## config.mk

```make
export PLATFORM = sky130hd
export DESIGN_NAME = timestamp_capture_arbiter
export DESIGN_NICKNAME = d
export VERILOG_FILES = /design/src/rtl/timestamp_capture_arbiter.sv
export SDC_FILE = /design/constraint.sdc
export NUM_CORES = 1
export LEC_CHECK = 0
export ABC_AREA = 0
export CORE_UTILIZATION = 52
export DETAILED_ROUTE_END_ITERATION = 7
export GPL_TIMING_DRIVEN = 1
export PLACE_DENSITY = 0.76
export SYNTH_ARGS = -nofsm -noshare
export SYNTH_HDL_FRONTEND = slang
export SYNTH_SLANG_ARGS = --single-unit
```

## constraint.sdc

```tcl
create_clock -name clk -period 2.72 [get_ports clk]
set_input_delay 0.544 -clock clk [delete_from_list [all_inputs] [get_ports clk]]
set_output_delay 0.544 -clock clk [all_outputs]
set_load 0.02 [all_outputs]
```

## src/rtl/timestamp_capture_arbiter.sv

```systemverilog
// timestamp_capture_arbiter: prescaled Gray-counter enable, per-port timestamp
// capture slots, round-robin drain onto one valid/ready record channel.
// Ports: clk, rst_n (async low); cnt_enable/cnt_value to/from the counter;
// cap_req/cap_drop per port; m_tvalid/m_tready/m_tdata/m_tid record channel;
// m_tepoch only when TS_ARB_EPOCH_EN is defined.
module timestamp_capture_arbiter #(
  parameter int N_PORTS = 4,
  parameter int WIDTH = 32,
  parameter logic [WIDTH-1:0] WRAP_VALUE = '0,
  parameter int PRESCALE = 8,
  parameter int EPOCH_W = 16,
  localparam int TW = (N_PORTS > 1) ? $clog2(N_PORTS) : 1
) (
  input  logic               clk,
  input  logic               rst_n,
  output logic               cnt_enable,
  input  logic [WIDTH-1:0]   cnt_value,
  input  logic [N_PORTS-1:0] cap_req,
  output logic [N_PORTS-1:0] cap_drop,
  output logic               m_tvalid,
  input  logic               m_tready,
  output logic [WIDTH-1:0]   m_tdata,
  output logic [TW-1:0]      m_tid
`ifdef TS_ARB_EPOCH_EN
  ,
  output logic [EPOCH_W-1:0] m_tepoch
`endif
);

  localparam int CW = (PRESCALE > 1) ? $clog2(PRESCALE) : 1;

  typedef enum logic {EMPTY, VALID} state_t;

  state_t             state;
  logic [CW-1:0]      pcnt;
  logic [CW-1:0]      pcnt_nx;
  logic [N_PORTS-1:0] full;
  logic [WIDTH-1:0]   sdata [N_PORTS];
  logic [TW-1:0]      rr_ptr;
  logic [TW-1:0]      gnt_idx;
  logic [TW-1:0]      cand;
  logic               gnt_any;
  logic               take;
  logic [N_PORTS-1:0] gnt_vec;
  int                 sum;

`ifdef TS_ARB_EPOCH_EN
  logic [EPOCH_W-1:0] epoch;
  logic [EPOCH_W-1:0] sepoch [N_PORTS];
`endif

  // Enable is registered so it is low during and right after reset.
  always_comb begin
    pcnt_nx = (pcnt == CW'(PRESCALE-1)) ? '0 : pcnt + 1'b1;
  end

  always_ff @(posedge clk or negedge rst_n) begin
    if (!rst_n) begin
      pcnt <= '0;
      cnt_enable <= 1'b0;
    end else begin
      pcnt <= pcnt_nx;
      cnt_enable <= (pcnt_nx == CW'(PRESCALE-1));
    end
  end

  // Round-robin search from rr_ptr over full slots.
  always_comb begin
    gnt_any = 1'b0;
    gnt_idx = '0;
    cand = '0;
    sum = 0;
    for (int k = 0; k < N_PORTS; k++) begin
      sum = int'(rr_ptr) + k;
      if (sum >= N_PORTS) sum = sum - N_PORTS;
      cand = TW'(sum);
      if (!gnt_any && full[cand]) begin
        gnt_any = 1'b1;
        gnt_idx = cand;
      end
    end
  end

  always_comb begin
    take = gnt_any && ((state == EMPTY) || m_tready);
    gnt_vec = '0;
    for (int i = 0; i < N_PORTS; i++) begin
      gnt_vec[i] = take && (gnt_idx == TW'(i));
    end
  end

  // A slot being drained this cycle can accept a new capture.
  always_ff @(posedge clk or negedge rst_n) begin
    if (!rst_n) begin
      full <= '0;
      cap_drop <= '0;
      for (int i = 0; i < N_PORTS; i++) begin
        sdata[i] <= '0;
`ifdef TS_ARB_EPOCH_EN
        sepoch[i] <= '0;
`endif
      end
    end else begin
      cap_drop <= cap_req & full & ~gnt_vec;
      for (int i = 0; i < N_PORTS; i++) begin
        if (cap_req[i] && (!full[i] || gnt_vec[i])) begin
          full[i] <= 1'b1;
          sdata[i] <= cnt_value;
`ifdef TS_ARB_EPOCH_EN
          sepoch[i] <= epoch;
`endif
        end else if (gnt_vec[i]) begin
          full[i] <= 1'b0;
        end
      end
    end
  end

`ifdef TS_ARB_EPOCH_EN
  always_ff @(posedge clk or negedge rst_n) begin
    if (!rst_n) begin
      epoch <= '0;
    end else if (cnt_enable && (cnt_value == WRAP_VALUE)) begin
      epoch <= epoch + 1'b1;
    end
  end
`endif

  always_ff @(posedge clk or negedge rst_n) begin
    if (!rst_n) begin
      state <= EMPTY;
      m_tvalid <= 1'b0;
      m_tdata <= '0;
      m_tid <= '0;
      rr_ptr <= '0;
`ifdef TS_ARB_EPOCH_EN
      m_tepoch <= '0;
`endif
    end else begin
      unique case (state)
        EMPTY: begin
          if (gnt_any) begin
            state <= VALID;
            m_tvalid <= 1'b1;
          end
        end
        VALID: begin
          if (m_tready && !gnt_any) begin
            state <= EMPTY;
            m_tvalid <= 1'b0;
          end
        end
        default: begin
          state <= EMPTY;
          m_tvalid <= 1'b0;
        end
      endcase
      if (take) begin
        m_tdata <= sdata[gnt_idx];
        m_tid <= gnt_idx;
`ifdef TS_ARB_EPOCH_EN
        m_tepoch <= sepoch[gnt_idx];
`endif
        rr_ptr <= (gnt_idx == TW'(N_PORTS-1)) ? '0 : gnt_idx + 1'b1;
      end
    end
  end

endmodule

```

Word level (Yosys, flattened, before mapping)
Cells that the tools add are included.
{ "op_classes": {"n_addsub": 9, "order_cmp": 9, "n_eq_ne": 7, "n_mux": 39, "bitwise": 5, "n_reduce_logical": 32} }
{ "ops": {"columns": ["operator", "n"], "rows": [
  ["32-bit binary-select mux with 2-bit select", 1],
  ["32-bit 2-to-1 mux", 2],
  ["1-bit 2-to-1 mux", 20],
  ["2-bit 2-to-1 mux", 9],
  ["1-bit logical AND", 13],
  ["3-bit >= comparator, second input constant", 4],
  ["2-bit by 3-bit less-than comparator with 1-bit output, second input constant", 4],
  ["4-bit bitwise AND", 2],
  ["1-bit binary-select mux with 2-bit select", 4],
  ["1-bit logical NOT", 8],
  ["2-bit nonzero test", 4],
  ["2-bit by 1-bit subtractor with 2-bit output, second input constant", 4],
  ["2-bit by 2-bit adder with 3-bit output, second input constant", 2],
  ["3-bit equality test, second input constant", 2],
  ["1-bit logical OR", 5],
  ["2-bit equality test, second input constant", 2],
  ["4-bit inverter", 1],
  ["1-bit case mux with 2 select lines", 2],
  ["2-bit by 1-bit adder with 3-bit output, second input constant", 1],
  ["3-bit by 1-bit adder with 3-bit output, second input constant", 1],
  ["2-bit by 3-bit >= comparator with 1-bit output, second input constant", 1],
  ["3-bit 2-to-1 mux", 1],
  ["2-bit inverter with 3-bit output", 1],
  ["2-bit by 1-bit adder with 2-bit output, second input constant", 1],
  ["6 further kinds", 6]
]} }
{ "word_totals": {"reg_bits": 178, "input_bits": 39, "out_inout_bits": 40, "word_cells": 117} }

Logic depth before layout (Yosys ltp)
{ "depth": {"ltp_word": 19, "mapped_depth": 12, "mapped_depth_nobuf": 9} }

Worst setup path before layout
Ideal clock, no wire load.
{ "synth_path": {"path_type": "reg-to-reg", "startpoint": "reg rr_ptr[0]", "endpoint": "reg sdata[0] (netlist name)", "setup_ns": 0.125, "arrival_time_ns": 2.592, "required_ns": 2.595, "path_slack_ns": 0.004, "stages_incl_launch_ff": 13, "n_path_buf": 3, "synth_period_minus_slack_ns": 2.716, "cell_sequence": "dfrtp_1 -> nand2b_1 -> a21o_1 -> o211ai_1 -> buf_2 -> buf_2 -> inv_1 -> ha_1 -> inv_1 -> o21ai_0 -> nand2_1 -> buf_1 -> mux2_2"} }
{ "synth_via": {"elab_chain_cells": 18, "elab_cells_between_ends": 42, "cone_classes": "add/sub (7); order compare (4); eq/ne (1); mux (20); reduce/logical (10)"} }
{ "synth_rtl": {"columns": ["item", "line", "source"], "rows": [
  ["start, declared", "39", "logic [TW-1:0] rr_ptr;"],
  ["start signal, assigned", "164", "rr_ptr <= (gnt_idx == TW'(N_PORTS-1)) ? '0 : gnt_idx + 1'b1;"],
  ["branches (longest 15 deep; another with 2-bit by 1-bit adder with 3-bit output)", null, null],
  ["1-bit logical AND *", "88", "gnt_vec[i] = take && (gnt_idx == TW'(i));"],
  ["1-bit logical OR *", "106", "if (cap_req[i] && (!full[i] || gnt_vec[i])) begin"],
  ["1-bit logical AND *", "106", null],
  ["end signal, assigned by index", "108", "sdata[i] <= cnt_value;"],
  ["end, declared", "38", "logic [WIDTH-1:0] sdata [N_PORTS];"]
]} }
Mark *: on every way between the ends. The select of a mux whose other input is x is not followed.
A chain may end at the register's enable or synchronous reset.

Worst setup path after layout
{ "layout_path": {"startpoint": "reg full[1]", "endpoint": "reg sdata[16] (netlist name)"} }
{ "layout_via": {"elab_chain_cells": 16, "elab_cells_between_ends": 27, "cone_classes": "eq/ne (1); mux (16); reduce/logical (10)"} }
{ "layout_rtl": {"columns": ["item", "line", "source"], "rows": [
  ["start, declared", "37", "logic [N_PORTS-1:0] full;"],
  ["start signal, assigned", "95", "full <= '0;"],
  ["start signal, assigned by index", "107", "full[i] <= 1'b1;"],
  ["start signal, assigned by index", "113", "full[i] <= 1'b0;"],
  ["1-bit binary-select mux with 2-bit select", "77", "if (!gnt_any && full[cand]) begin"],
  ["1-bit 2-to-1 mux (not written as such)", "77", null],
  ["1-bit 2-to-1 mux", "77", null],
  ["1-bit logical NOT", "77", null],
  ["1-bit logical AND", "77", null],
  ["1-bit 2-to-1 mux", "77", null],
  ["1-bit logical NOT", "77", null],
  ["1-bit logical AND", "77", null],
  ["1-bit 2-to-1 mux", "77", null],
  ["1-bit logical NOT", "77", null],
  ["1-bit logical AND", "77", null],
  ["2-bit 2-to-1 mux / 1-bit 2-to-1 mux (equally long branches)", "77", null],
  ["2-bit equality test / 1-bit logical AND (equally long branches)", "88, 85", null],
  ["1-bit logical AND *", "88", null],
  ["1-bit logical OR *", "106", null],
  ["1-bit logical AND *", "106", null]
]} }
Mark *: on every way between the ends. The rest lies on a longest branch, timed or not. The select of a mux whose other input is x is not followed.

==> impl_metrics.toml <==
[cts]
cts_made_buffers = 17
cts_sinks = 178
htree_levels = 4
clk_latency_ns = 0.43
cts_hold_buf = 0
tritoncts = "built"
clock_path_buffers = 2
clock-root-buffer = "clkbuf_16"
clk_pin_slew_ns = 0.07

[floorplan]
die_height_microns = 129
dieArea_sq_mm = 0.0168
core_sq_mm = 0.0159
ios = 79
placementRows = 46
start_util_pct = 53.2
die_w_microns = 129

[synthesis]
synthAdderAreaFrac_pct = 0.593
ys.flop_type = "dfrtp_1"
netlist_area_sq_mm = 0.00845
synth_compound_area_share_pct = 8.44
syn_inst = 718
synth_area_leaders = "dfrtp_1 (53%), mux2i_1 (7.6%), mux2_4 (5.3%)"
synth.avg_cell_area_sq_um = 11.8
synth-xor-area-share_pct = 0
synth_edf_count = 0
mappedNetlistNets = 761
ys_types = 36
yosysSeqAreaShare_pct = 52.7
ys_warn_count = 0
ys_seq_elements = 178
synth_top_family_by_area = "multiplexers"
synth-simple-area-share_pct = 13.2
yosys.area.top_type = "dfrtp_1"
async_flop_share_pct = 100
synthMuxAreaShare_pct = 21.7
yosysTopAreaCellShare_pct = 52.7

[routing]
wirelength_mm = 20.5
routedWlPerCell_microns = 20.3
drc = 0
dr_total_vias = 6183
postRouteAntennaNets = 0
first_iter_violations = 679
first_pass_iters = 6
avgViaCountPerCell = 6.10

[final_layout]
design_area_sq_mm = 0.0101
num-nets-final = 827
syn_to_final_growth_pct = 20.1
diodes = 0
final-instance-count-excl-fill = 1013
fill_cells = 1239
final_layout_size_suffix_gt1_share_pct = 16.1

[power]
power_leakage_nw = 4.44
peakVddDrop_mv = 0.917
power_density_mw_per_mm2 = 1340

[worst_hold_path]
hold_class = "in2async"

[timing]
whs_ns = 0.116
final.setup_skew_ns = 0.00923
finalCritPeriodShare_pct = 91.5
hold_viol = 0
maxSlewViolCount = 0
rsz0062_at_grt = "false"
finalSetupTns_ns = 0
max_slew.worst_pin.slew_ns = 1.09
max_slew_margin_pct = 26.8
period_needed_ns = 2.49
fmax_ghz = 0.402
finalSetupViolCount = 0
fin_ws_ns = 0.231

[place]
pre_cts_ws_ns = -0.179
place.gp.congestion = 0.802
dp_hpwl_mm = 12.2
portBuffers = 78
placed_cell_area_sq_mm = 0.00952
place_inst = 979

[global_route]
use_met2_pct = 43.3
grt_overflow = 0
grt_pass1_vias = 6250
grt_pass1_wl_mm = 32.4
met3_usage_pct = 3.72
grt_start_max_net_pins = 65
busiest_layer = "met2"
antenna_found_initial = 0
groute.usage.overall_pct = 25.2
grt_use_met1_pct = 33.0

[status]
status = "completed"

[worst_setup_path]
startpoint_type = "register"
critical_path_class = "reg2reg"
cp-end-kind = "register"
worst-path-max-fanout = 20
required_ns = 3.03
critPathArrivalTime_ns = 2.80

[job]
cap_violations = 0
==> worst paths after layout <==
path / to / slack, ns / start / depth (start not counted)
worst max-delay path: sdata[16] / 0.23 / full[1] / 11
worst min-delay path: m_tvalid / 0.12 / rst_n / 1
worst max register to register: sdata[16] / 0.23 / full[1] / 11
worst min register to register: pcnt[0] / 0.46 / pcnt[0] / 1
max in group asynchronous: sdata[11] / 1.83 / rst_n / 2
min in group clk: pcnt[0] / 0.46 / pcnt[0] / 1
==> flip-flops by register name, summed over array words and instances (netlist names) <==
register / cells
rr_ptr: 2
cnt_enable: 1
m_tid: 2
cap_drop: 4
pcnt: 3
sdata: 128
state: 1
m_tvalid: 1
m_tdata: 32
full: 4
==> routing by layer <==
layer  up-vias  wire (microns)
met1      3170            8860
li1       2755               -
met5         -               0
met4         0             257
met3        26            1050
met2       232           10400
==> report_power, final <==
group	internal (W)	total, W	switching [W]
sequential	0.00391	0.00465	0.000745
combinational	0.00311	0.00644	0.00333
clock	0.00138	0.00248	0.00110
total	0.00840	0.0136	0.00518
==> cell usage in the layout (no fill, tap or decap), types with 2 or more instances in the layout <==
cell             synthesis  layout
nand2b_1                 4       4
and2_1                  33      33
nor2_4                   0       2
nand2_1                114     113
nand3_1                 33      32
buf_12                   0       5
inv_1                    8       8
or3_1                   33      33
mux2_1                  34      34
a222oi_1                32      32
o221ai_1                32      32
mux2_4                  30      30
clkbuf_16                0      17
ha_1                     4       4
mux2_2                  32      32
inv_6                    0       9
nor2_1                  10       8
bufinv_16                0       2
o21ai_0                  5       4
clkdlybuf4s50_1          0      77
clkinv_4                 0       2
buf_4                    3      17
nand2_2                  1       2
nor2b_1                  3       3
dfrtp_1                178     178
mux2i_1                 64      64
==> metrics by stage <==
| stage | util (%) | power [W] |
|---|---|---|
| 3_3_place_gp | 59.9 | 0.0106 |
| 3_5_place_dp | 59.9 | 0.0110 |
| 2_1_floorplan | - | 0.00904 |
| 6_report | 63.9 | 0.0136 |
| 4_1_cts | 63.7 | 0.0136 |
| 5_1_grt | 63.9 | 0.0143 |
==> logic make-up after synthesis <==
group,count (synthesis)
flops,178
fa+ha+maj,4
mux,160
buf+inv,63
compound gates,79
simple gates,234
==> Yosys cell counts (all sizes together), types with 2 or more instances <==
| library cell | n |
|---|---|
| mux2i | 64 |
| and2 | 33 |
| inv | 8 |
| nor2b | 3 |
| mux2 | 96 |
| ha | 4 |
| nand2b | 4 |
| nor2 | 10 |
| buf | 20 |
| clkbuf | 34 |
| nand2 | 115 |
| a21oi | 2 |
| a222oi | 32 |
| o21ai | 6 |
| nand3 | 33 |
| dfrtp | 178 |
| o221ai | 32 |
| or3 | 33 |
==> worst max-delay path: stages (launching register included) <==
cell and delay (ns):
dfrtp_1 0.39, buf_4 0.18, nand2b_1 0.16, a21o_1 0.21, o211ai_1 0.18, inv_1 0.09
ha_1 0.20, inv_1 0.05, o21ai_1 0.10, nand2_2 0.11, buf_4 0.31, mux2_2 0.38
==> final cells by class <==
| cell class | count | area, sq um | area share (%) |
|---|---|---|---|
| Sequential cell | 178 | 4450 | 43.9 |
| Multi-Input combinational cell | 478 | 3780 | 37.3 |
| Timing Repair Buffer | 100 | 1010 | 9.95 |
| Clock buffer | 17 | 425 | 4.19 |
| Tap cell | 216 | 270 | 2.66 |
| Clock inverter | 15 | 169 | 1.66 |
| Inverter | 9 | 33.8 | 0.333 |
==> timing repair <==
item                                    in CTS  in global routing
pin swaps                                    0                  2
gates resized for setup                      1                  3
endpoints found under the setup margin      32                 32
gates cloned                                 0                  1
setup buffers                                0                  1
No activity file was read; power rests on OpenSTA's default activity.
